[src/rtl/banked_sram_ctrl.sv]
// banked_sram_ctrl: word-addressed memory built from SLICE_W-wide SRAM banks
// arranged NSLICE wide and NROW deep, accessed over a 4-phase req/ack
// handshake with WAIT access cycles per transfer.
// Optional build macro: UNINIT_CHECK_EN (per-word written flags; reads of
// never-written words return 0 and raise uninit alongside ack).
module banked_sram_ctrl #(
  parameter int SLICE_W = 4,
  parameter int DATA_W  = 16,
  parameter int BANK_AW = 4,
  parameter int ADDR_W  = 6,
  parameter int WAIT    = 2
) (
  input  logic                        clock,
  input  logic                        reset_,
  input  logic                        req,
  input  logic                        we,
  input  logic [ADDR_W-1:0]           addr,
  input  logic [DATA_W-1:0]           wdata,
  input  logic [DATA_W/SLICE_W-1:0]   lane_en,
  output logic                        ack,
  output logic [DATA_W-1:0]           rdata,
  output logic                        busy,
  output logic                        uninit
);

  localparam int NSLICE = DATA_W / SLICE_W;
  localparam int DEPTH  = 1 << BANK_AW;
  localparam int ROW_W  = (ADDR_W > BANK_AW) ? (ADDR_W - BANK_AW) : 1;
  localparam int NROW   = 1 << (ADDR_W - BANK_AW);
  localparam logic [3:0] WAIT_M1 = 4'(WAIT - 1);

  // Illegal geometry or access time stops elaboration.
  if ((DATA_W % SLICE_W) != 0 || WAIT < 1 || WAIT > 15 || ADDR_W < BANK_AW) begin : g_param_err
    $error("banked_sram_ctrl: illegal parameter set");
  end

  typedef enum logic [1:0] {
    S_IDLE   = 2'd0,
    S_SETUP  = 2'd1,
    S_ACCESS = 2'd2,
    S_ACK    = 2'd3
  } state_t;

  state_t                    state_q, state_d;
  logic [3:0]                cnt_q, cnt_d;
  logic [DATA_W-1:0]         rdata_q, rdata_d;

  // Operands captured at the request edge; not reset (pure data).
  logic                      we_q, we_d;
  logic [ADDR_W-1:0]         addr_q, addr_d;
  logic [DATA_W-1:0]         wdata_q, wdata_d;
  logic [NSLICE-1:0]         lane_q, lane_d;
  logic [NROW-1:0]           row_sel_q, row_sel_d;

  logic [ROW_W-1:0]          row_idx;
  logic [BANK_AW-1:0]        loc;
  logic [DATA_W-1:0]         rd_word;
  logic                      commit;

  // Bank array: row x slice x location.
  logic [SLICE_W-1:0]        mem_q [NROW][NSLICE][DEPTH];

  if (ADDR_W > BANK_AW) begin : g_row
    assign row_idx = addr_q[ADDR_W-1:BANK_AW];
  end else begin : g_norow
    assign row_idx = '0;
  end

  assign loc = addr_q[BANK_AW-1:0];

  // Read mux: OR together the slices of the one selected row.
  always_comb begin
    rd_word = '0;
    for (int r = 0; r < NROW; r++) begin
      if (row_sel_q[r]) begin
        for (int s = 0; s < NSLICE; s++) begin
          rd_word[s*SLICE_W +: SLICE_W] = rd_word[s*SLICE_W +: SLICE_W] | mem_q[r][s][loc];
        end
      end
    end
  end

`ifdef UNINIT_CHECK_EN
  logic [(1<<ADDR_W)-1:0]    written_q, written_d;
  logic                      uninit_q, uninit_d;
`endif

  // Next-state, operand capture, row decode and read commit.
  always_comb begin
    state_d   = state_q;
    cnt_d     = cnt_q;
    rdata_d   = rdata_q;
    we_d      = we_q;
    addr_d    = addr_q;
    wdata_d   = wdata_q;
    lane_d    = lane_q;
    row_sel_d = row_sel_q;
    commit    = 1'b0;
`ifdef UNINIT_CHECK_EN
    written_d = written_q;
    uninit_d  = uninit_q;
`endif
    case (state_q)
      S_IDLE: begin
        if (req) begin
          we_d    = we;
          addr_d  = addr;
          wdata_d = wdata;
          lane_d  = lane_en;
          state_d = S_SETUP;
        end
      end
      S_SETUP: begin
        row_sel_d          = '0;
        row_sel_d[row_idx] = 1'b1;
        cnt_d              = WAIT_M1;
        state_d            = S_ACCESS;
      end
      S_ACCESS: begin
        if (cnt_q != 4'd0) begin
          cnt_d = cnt_q - 4'd1;
        end else begin
          commit  = 1'b1;
          state_d = S_ACK;
          if (!we_q) begin
            rdata_d = rd_word;
          end
`ifdef UNINIT_CHECK_EN
          if (we_q) begin
            if (lane_q != '0) written_d[addr_q] = 1'b1;
          end else if (!written_q[addr_q]) begin
            rdata_d  = '0;
            uninit_d = 1'b1;
          end
`endif
        end
      end
      S_ACK: begin
        if (!req) begin
          state_d = S_IDLE;
`ifdef UNINIT_CHECK_EN
          uninit_d = 1'b0;
`endif
        end
      end
      default: state_d = S_IDLE;
    endcase
  end

  // Control state and read data register, asynchronously reset.
  always_ff @(posedge clock or negedge reset_) begin
    if (!reset_) begin
      state_q <= S_IDLE;
      cnt_q   <= 4'd0;
      rdata_q <= '0;
    end else begin
      state_q <= state_d;
      cnt_q   <= cnt_d;
      rdata_q <= rdata_d;
    end
  end

  // Latched operands and row select.
  always_ff @(posedge clock) begin
    we_q      <= we_d;
    addr_q    <= addr_d;
    wdata_q   <= wdata_d;
    lane_q    <= lane_d;
    row_sel_q <= row_sel_d;
  end

  // Bank write: only the selected row, only enabled slices.
  always_ff @(posedge clock) begin
    if (commit && we_q) begin
      for (int r = 0; r < NROW; r++) begin
        for (int s = 0; s < NSLICE; s++) begin
          if (row_sel_q[r] && lane_q[s]) begin
            mem_q[r][s][loc] <= wdata_q[s*SLICE_W +: SLICE_W];
          end
        end
      end
    end
  end

`ifdef UNINIT_CHECK_EN
  // Written flags and uninit indicator, cleared by reset.
  always_ff @(posedge clock or negedge reset_) begin
    if (!reset_) begin
      written_q <= '0;
      uninit_q  <= 1'b0;
    end else begin
      written_q <= written_d;
      uninit_q  <= uninit_d;
    end
  end

  assign uninit = uninit_q;
`else
  assign uninit = 1'b0;
`endif

  assign ack   = (state_q == S_ACK);
  assign busy  = (state_q != S_IDLE);
  assign rdata = rdata_q;

endmodule

[config.mk]
export PLATFORM = sky130hd
export DESIGN_NAME = banked_sram_ctrl
export DESIGN_NICKNAME = d
export VERILOG_FILES = /design/src/rtl/banked_sram_ctrl.sv
export SDC_FILE = /design/constraint.sdc
export NUM_CORES = 1
export LEC_CHECK = 0
export BUFFER_PORTS_ARGS = -buffer_cell sky130_fd_sc_hd__buf_4
export CAP_MARGIN = 20
export CORE_ASPECT_RATIO = 1.5
export CORE_MARGIN = 4
export CORE_UTILIZATION = 50
export CTS_CLUSTER_SIZE = 30
export DETAILED_ROUTE_END_ITERATION = 10
export PLACE_DENSITY = 0.67
export SLEW_MARGIN = 20
export SYNTH_ARGS = -nofsm -noshare
export SYNTH_HDL_FRONTEND = slang
export SYNTH_SLANG_ARGS = --single-unit
[constraint.sdc]
create_clock -name clock -period 7.19 [get_ports clock]
set_clock_uncertainty 0.1 [all_clocks]
set_input_delay 0.719 -clock clock [delete_from_list [all_inputs] [get_ports clock]]
set_output_delay 0.719 -clock clock [all_outputs]
set_load 0.02 [all_outputs]
==> qor_table.md, run 1 <==
| Quantity | Value | Unit |
|---|---|---|
| Post-CTS clock slew at the launch and capture registers of the worst setup and hold paths | 0.06 | ns |
| Buffers from clock root to sink, at most | 3 | - |
| Clock latency on the worst-skew pair | 0.65 | ns |
| Type of element capturing the critical path | flip-flop | - |
| Terminus of the critical flop-to-flop path | rdata[9]$_DFFE_PN0P_ | - |
| Sink Count | 1077 | - |
| Synthesized area per cell | 16.99 | um2 |
| Post-detailed-route count of antenna-violating nets | 0 | - |
| Die area | 89660 | um2 |
| Clk Tree Root Cell | sky130_fd_sc_hd__clkbuf_16 | - |
| Startpoint of the worst-slack reg-to-reg timing path | addr_q[1]$_DFFE_PP_ | - |
| Crit share post-route | 52.31 | % |
| Maximum clock frequency | 265.9 | MHz |
| Die Width | 245.8 | um |
| Summed instance area of the synthesized netlist | 42420 | um2 |
| Share of final-layout standard cells stronger than drive strength 1 | 11.09 | % |
| Total power | 14.17 | mW |
| Hold path start | wdata[5] | - |
| DRC violation count after routing | 0 | - |
| Cell-by-cell listing of the critical path | buf_12, buf_4, mux4_2, mux2i_1, nor2_1, o32a_1 | - |
| IO Count | 49 | - |
| Tot GR Track Use | 23.24 | % |
| Most common library cell in the layout ignoring fill and taps | sky130_fd_sc_hd__edfxtp_1 | - |
| Post-Syn Nets | 2533 | - |
| Minimum setup slack after placement | 3.476 | ns |
| FP Rows | 130 | - |
| Starting utilization of the core area | 50.54 | % |
| Per-cell via count in the routed design | 6.021 | - |
| Max IR drop VDD | 0.0001868 | V |
| WP data required | 7.63 | ns |
| Share of the yosys chip area belonging to registers | 75.98 | % |
| Final global-route overflow total | 0 | - |
| Final Hold Vio Count | 0 | - |
| Portion of synthesized cell area occupied by the leading cell type | 74.68 | % |
| Worst hold path class | input pin to flip-flop | - |
| Violation count after the first detailed-route iteration | 2323 | - |
| # Max-Cap Violations | 0 | - |
| Most frequent cells in the layout | 1055 x sky130_fd_sc_hd__edfxtp_1, 451 x sky130_fd_sc_hd__mux2i_1, 283 x sky130_fd_sc_hd__nor2_1 | - |
| Worst Setup SP | addr_q[1]$_DFFE_PP_ | - |
| Core area | 83930 | um2 |
| Worst path setup slack after routing | 3.429 | ns |
| Layout Nets | 2578 | - |
| Slack of the worst reg-to-reg path | 3.43 | ns |
| Slowest cell delay on critical path | 0.95 | ns |
| CP startpoint kind | flip-flop | - |
| Vias after detailed routing | 22.50k | - |
| TritonCTS buffer count | 94 | - |
| Largest fanout on the critical path | 135 | - |
| Depth of the most critical reg-to-reg path | 6 | - |
| Post-synth top area cell | sky130_fd_sc_hd__edfxtp_1 | - |
| Crit path max-delay cell type | sky130_fd_sc_hd__buf_4 | - |
| Area growth from synthesis to final layout | 10.18 | % |
| Port-buffer cells | 47 | - |
| Final wirelength | 104.6 | mm |
| Wirelength per Cell | 28.00 | um |
| Time the final worst path needs with I/O delays and setup | 3.761 | ns |
| Unrepaired setup endpoints after global routing | no | - |
| Largest cells by area after synthesis | sky130_fd_sc_hd__edfxtp_1 75%, sky130_fd_sc_hd__mux2i_1 11%, sky130_fd_sc_hd__nor2_1 2.5% | - |
| Clock tree from TritonCTS | done | - |
| Synthesis warning total | 0 | - |
| Number of failing setup endpoints in the final timing report | 0 | - |
| PwrDens | 303.1 | nW/um2 |
| Endpoint, Worst Hold | wdata_q[5]$_DFFE_PP_ | - |
| Setup_tns | 0 | ns |
| Number of unique standard cell types used by synthesis | 37 | - |
| Status | complete, no violations | - |
| Via count of the first global-routing pass | 23.37k | - |
| Relative max-transition margin | 23.62 | % |
| WP data arrival | 4.20 | ns |
| Yosys reg bits | 1077 | - |
| Setup repair bufs after CTS | 0 | - |
| Vertical extent of the die | 364.7 | um |
| Initial antenna violation count | 0 | - |
| Largest net degree at the start of global routing | 136 | - |
| Static Leakage | 15.57 | nW |
| Half-perimeter wire length after detailed placement | 65.76 | mm |
| Slew Limit Fails | 0 | - |
| Count of TritonRoute iterations in the first routing pass | 8 | - |
| Depth of the worst hold-timing path | 1 | - |
| Routability Congestion | 0.8562 | - |
| Setup CP Type | flip-flop to flip-flop | - |
| Number of filler cells placed in the layout | 6558 | - |
| Number of diodes | 0 | - |
| H-tree levels | 3 | - |
| Worst slew pin tran | 1.142 | ns |
| Gate count of the mapped netlist | 2497 | - |
| Final Util | 55.69 | % |
| Wire length of the first global-routing pass | 152.5 | mm |
worst max-delay path: cells and delay by family (launching register included):
family / cells / cell delay (ns)
buffers and inverters: 2 / 1.59
AOI/OAI and AO/OA: 1 / 0.37
muxes: 2 / 0.77
and+or+nand+nor: 1 / 0.06
DFF: 1 / 0.49
layer usage:
layer  vias to the layer above  wire [um]  global-route usage (%)
met5                         -          0                       0
met4                         0       5041                   10.45
met3                       232       6339                   3.391
met2                       890      56020                   42.60
met1                     11504      37240                   27.04
li1                       9875          -                       -
logic make-up (layout without fill, tap and decap cells):
kind of cell	count (synthesis)	in the layout	synth area share [%]
AND/OR/NAND/NOR	507	507	5.318
AO/OA/AOI/OAI	260	260	4.091
buffers and inverters	160	278	2.012
multiplexers	485	485	12.39
XOR/XNOR	1	1	0.02065
flip-flops	1077	1077	75.98
adder cells (fa/ha/maj)	6	6	0.1770
other	1	1	0.008840
timing repair:
action / in CTS / in global routing
gates resized for setup: 0 / 0
endpoints found under the hold margin: 22 / 0
hold buffers: 1 / 0
synthesized netlist by cell type:
cell                           n
sky130_fd_sc_hd__o32a_1        4
sky130_fd_sc_hd__nand4bb_1     4
sky130_fd_sc_hd__and2b_1       2
sky130_fd_sc_hd__a21oi_1      31
sky130_fd_sc_hd__buf_6         8
sky130_fd_sc_hd__and2_1        8
sky130_fd_sc_hd__nand2b_1      2
sky130_fd_sc_hd__inv_1         6
sky130_fd_sc_hd__a21boi_0      1
sky130_fd_sc_hd__a22oi_1      78
sky130_fd_sc_hd__mux4_2       32
sky130_fd_sc_hd__o22a_1       13
sky130_fd_sc_hd__nor2b_1      10
sky130_fd_sc_hd__conb_1        1
sky130_fd_sc_hd__buf_2        67
sky130_fd_sc_hd__mux2i_1     451
sky130_fd_sc_hd__clkbuf_1     49
sky130_fd_sc_hd__mux2_2        2
sky130_fd_sc_hd__nand3_1      69
sky130_fd_sc_hd__nand4b_1      7
sky130_fd_sc_hd__nor2_1      285
sky130_fd_sc_hd__xnor2_1       1
sky130_fd_sc_hd__edfxtp_1   1055
sky130_fd_sc_hd__buf_1         1
sky130_fd_sc_hd__o31ai_1       1
sky130_fd_sc_hd__o22ai_1     128
sky130_fd_sc_hd__nand4_1      21
sky130_fd_sc_hd__nand4b_2      2
sky130_fd_sc_hd__o21ai_0       3
sky130_fd_sc_hd__buf_4        29
sky130_fd_sc_hd__a21bo_2       1
sky130_fd_sc_hd__nand2_1      62
sky130_fd_sc_hd__ha_1          6
sky130_fd_sc_hd__dfrtp_1      22
sky130_fd_sc_hd__nor4_1       17
sky130_fd_sc_hd__nor3_1       17
sky130_fd_sc_hd__and4_1        1
final cells by class:
class                      count  area, um2  area share (%)
sequential                  1077      32230           68.96
clock buffer                 108       2426           5.190
inverter                       6      22.52         0.04818
timing repair buffer         103      804.5           1.721
tap                         1122       1404           3.003
multi-input combinational   1260       9393           20.10
clock inverter                61      460.4          0.9851
through the flow:
step / hold slack, ns / cell area, um2 / cells
floorplan: 0.3234 / 42420 / 2497
detailed placement: 0.4445 / 43830 / 3566
CTS: 0.1095 / 46720 / 3736
finish: 0.1489 / 46740 / 3737
global route: 0.1169 / 46740 / 3737
global placement: 0.3933 / 43830 / 3566
state kept, by name, summed over array words and instances (netlist names):
register	cells
row_sel_q	4
cnt_q	4
wdata_q	16
state_q	2
we_q	1
lane_q	4
addr_q	6
rdata	16
mem_q	1024
power breakdown:
group          leakage (nW)  internal [mW]  total (mW)  switching (mW)
logic                  4.41          0.640        2.02            1.38
registers              9.74           7.21        7.34           0.132
clock network          1.43           2.64        4.81            2.17
worst max path at each step:
| stage | end | slack, ns |
|---|---|---|
| global route | rdata[9]$_DFFE_PN0P_ | 3.29 |
| detailed placement | rdata[9]$_DFFE_PN0P_ | 3.48 |
| CTS | rdata[9]$_DFFE_PN0P_ | 3.48 |
| global placement | rdata[9]$_DFFE_PN0P_ | 3.55 |
| floorplan | mem_q[3][148]$_DFFE_PP_ | 4.90 |
| finish | rdata[9]$_DFFE_PN0P_ | 3.43 |
Power figures use the tool's default switching activity.
==> inputs of run 2 (changes only) <==
--- a/config.mk
+++ b/config.mk
@@ -12,7 +12,7 @@
 export CORE_UTILIZATION = 50
 export CTS_CLUSTER_SIZE = 30
 export DETAILED_ROUTE_END_ITERATION = 10
-export PLACE_DENSITY = 0.67
+export PLACE_DENSITY = 0.7
 export SLEW_MARGIN = 20
 export SYNTH_ARGS = -nofsm -noshare
 export SYNTH_HDL_FRONTEND = slang
==> constraint.sdc (replaced) <==
create_clock -name clock -period 3.4 [get_ports clock]
set_clock_uncertainty 0.1 [all_clocks]
set_input_delay 0.34 -clock clock [delete_from_list [all_inputs] [get_ports clock]]
set_output_delay 0.34 -clock clock [all_outputs]
set_load 0.02 [all_outputs]
==> run 2 against run 1 <==
  * First-iteration DRC count is 12% higher
  * Global-route usage is 0.35 points higher
  * Die area stayed put
  * Wire length is 0.97% higher
  * Critical path depth stayed put
  * Hold slack worse by 0.082 ns
  * Design area is 2.6% higher
  * Final cell count is 2.6% higher
  * Non-clock buffer count is 94 higher
  * Critical path type unchanged
  * Highest routed layer unchanged
==> qor_table.md, run 2 (synthesis results as in run 1) <==
| Quantity | Value | Unit | Change |
|---|---|---|---|
| TritonCTS buffer count | 93 | - | was 94 |
| Die area | 89660 | um2 | unchanged |
| Cell total after placement | 3633 | - | was 3566 |
| Slack of the worst reg-to-reg path | 0.36 | ns | was 3.43 ns |
| Number of filler cells placed in the layout | 6386 | - | was 6558 |
| Most frequent cells in the layout | 1055 x sky130_fd_sc_hd__edfxtp_1, 451 x sky130_fd_sc_hd__mux2i_1, 283 x sky130_fd_sc_hd__nor2_1 | - | unchanged |
| Setup_tns | 0 | ns | unchanged |
| Die Width | 245.8 | um | unchanged |
| Wire length of the first global-routing pass | 155.2 | mm | was 152.5 mm |
| Worst path buffer plus inverter count | 1 | - | was 2 |
| Core area | 83930 | um2 | unchanged |
| Slew Limit Fails | 0 | - | unchanged |
| Post-cts repair resize count | 0 | - | unchanged |
| Type of element capturing the critical path | flip-flop | - | unchanged |
| Max reg flops | 1024 | - | unchanged |
| Cell-by-cell listing of the critical path | inv_1, ha_1, and4_1, and2_1, nand2_1, nor2_1 | - | was buf_12, buf_4, mux4_2, mux2i_1, nor2_1, o32a_1 |
| Worst slew pin tran | 0.9210 | ns | was 1.142 ns |
| # Max-Cap Violations | 0 | - | unchanged |
| CP startpoint kind | flip-flop | - | unchanged |
| Vias after detailed routing | 23.21k | - | was 22.50k |
| Time the final worst path needs with I/O delays and setup | 3.037 | ns | was 3.761 ns |
| Wirelength per Cell | 27.56 | um | was 28.00 um |
| PwrDens | 642.9 | nW/um2 | was 303.1 nW/um2 |
| Post-placement cell area | 44520 | um2 | was 43830 um2 |
| Share of final-layout standard cells stronger than drive strength 1 | 13.16 | % | was 11.09% |
| Count of TritonRoute iterations in the first routing pass | 5 | - | was 8 |
| DRC violation count after routing | 0 | - | unchanged |
| Worst path setup slack after routing | 0.3632 | ns | was 3.429 ns |
| Static Leakage | 16.16 | nW | was 15.57 nW |
| Final global-route overflow total | 0 | - | unchanged |
| FP Rows | 130 | - | unchanged |
| Half-perimeter wire length after detailed placement | 68.99 | mm | was 65.76 mm |
| Port-buffer cells | 47 | - | unchanged |
| WP data required | 3.62 | ns | was 7.63 ns |
| Post-cts hold buffer count | 29 | - | was 1 |
| Sink Count | 1077 | - | unchanged |
| Max IR drop VDD | 0.0004280 | V | was 0.0001868 V |
| Post-detailed-route count of antenna-violating nets | 0 | - | unchanged |
| Slowest cell delay on critical path | 0.53 | ns | was 0.95 ns |
| Worst hold path class | input pin to asynchronous set/reset pin | - | was input pin to flip-flop |
| Number of failing setup endpoints in the final timing report | 0 | - | unchanged |
| Via count of the first global-routing pass | 23.95k | - | was 23.37k |
| Vertical extent of the die | 364.7 | um | unchanged |
| Starting utilization of the core area | 50.54 | % | unchanged |
| Area growth from synthesis to final layout | 13.00 | % | was 10.18% |
| H-tree levels | 3 | - | unchanged |
| Layout Nets | 2671 | - | was 2578 |
| Routability Congestion | 0.8879 | - | was 0.8562 |
| Clock latency on the worst-skew pair | 0.68 | ns | was 0.65 ns |
| Final Hold Vio Count | 0 | - | unchanged |
| Maximum clock frequency | 329.3 | MHz | was 265.9 MHz |
| Register with the most flip-flops | mem_q | - | unchanged |
| Status | complete, no violations | - | unchanged |
| Initial antenna violation count | 1 | - | was 0 |
| Smallest hold slack | 0.06670 | ns | was 0.1489 ns |
| Crit path max-delay cell type | sky130_fd_sc_hd__nor2_1 | - | was sky130_fd_sc_hd__buf_4 |
| Finished layout cell area | 47930 | um2 | was 46740 um2 |
| Largest fanout on the critical path | 16 | - | was 135 |
| Setup CP Type | flip-flop to flip-flop | - | unchanged |
| Final wirelength | 105.7 | mm | was 104.6 mm |
| IO Count | 49 | - | unchanged |
| Dominant delay contributor by cell family on the critical path | simple AND/OR/NAND/NOR gates | - | was buffers and inverters |
| Buffers from clock root to sink, at most | 3 | - | unchanged |
| Tot GR Track Use | 23.59 | % | was 23.24% |
| Per-cell via count in the routed design | 6.055 | - | was 6.021 |
| Number of standard cells in the final layout excluding fillers | 3834 | - | was 3737 |
| Relative max-transition margin | 38.60 | % | was 23.62% |
| Minimum setup slack after placement | 0.4542 | ns | was 3.476 ns |
| Violation count after the first detailed-route iteration | 2609 | - | was 2323 |
| Crit share post-route | 89.32 | % | was 52.31% |
| Most common library cell in the layout ignoring fill and taps | sky130_fd_sc_hd__edfxtp_1 | - | unchanged |
| Unrepaired setup endpoints after global routing | no | - | unchanged |
| Clock tree from TritonCTS | done | - | unchanged |
| Clk Tree Root Cell | sky130_fd_sc_hd__clkbuf_16 | - | unchanged |
| Largest net degree at the start of global routing | 74 | - | was 136 |
| WP data arrival | 3.26 | ns | was 4.20 ns |
| Number of diodes | 0 | - | unchanged |
| Setup repair bufs after CTS | 0 | - | unchanged |
| Post-CTS clock slew at the launch and capture registers of the worst setup and hold paths | 0.07 | ns | was 0.06 ns |
## run 2: changes by cell type in the layout (fill, tap and decap cells not counted), sizes merged
cell,delta
clkbuf,+4
buf,+66
clkinv,-11
bufinv,+6
clkinvlp,+4
dlygate4sd3,+28
## run 2: layer usage
metal  GRT usage (%)  vias to the layer above  share of wire (%)
met5               0                        -                  0
met4           13.04                        0                6.2
met3           3.596                      268                6.9
met2           42.13                     1084                 52
met1           27.25                    11792                 35
li1                -                    10070                  -
## run 2: worst paths after layout
kind / start / endpoint / cells after the start
max: state_q[0]$_DFFE_PN0P_ / mem_q[3][99]$_DFFE_PP_ / 6
min: reset_ / cnt_q[0]$_DFFE_PN0P_ / 2
max reg2reg: state_q[0]$_DFFE_PN0P_ / mem_q[3][99]$_DFFE_PP_ / 6
min reg2reg: cnt_q[0]$_DFFE_PN0P_ / cnt_q[0]$_DFFE_PN0P_ / 1
max in group asynchronous: reset_ / rdata[10]$_DFFE_PN0P_ / 2
min in group clock: wdata[6] / wdata_q[6]$_DFFE_PP_ / 2
## run 2: area by class of cell
cell class | count | area, um2 | share of cell area (%)
Clock buffer | 112 | 2471 | 5.155
Clock inverter | 60 | 650.6 | 1.357
Inverter | 6 | 22.52 | 0.04699
Multi-Input combinational cell | 1260 | 9365 | 19.54
Sequential cell | 1077 | 32230 | 67.24
Tap cell | 1122 | 1404 | 2.929
Timing Repair Buffer | 197 | 1789 | 3.733
## run 2: metrics by stage
stage	utilization [%]	power (mW)
global route	57.11	31.73
CTS	57.11	30.93
finish	57.11	30.82
global placement	53.05	20.17
detailed placement	53.05	20.26
floorplan	-	18.32
## run 2: where the power goes
group          total [mW]  switching, mW  internal, mW
Combinational        4.43           2.90          1.53
Sequential           15.6          0.345          15.2
Clock                10.8           4.67          6.12
Total                30.8           7.92          22.9
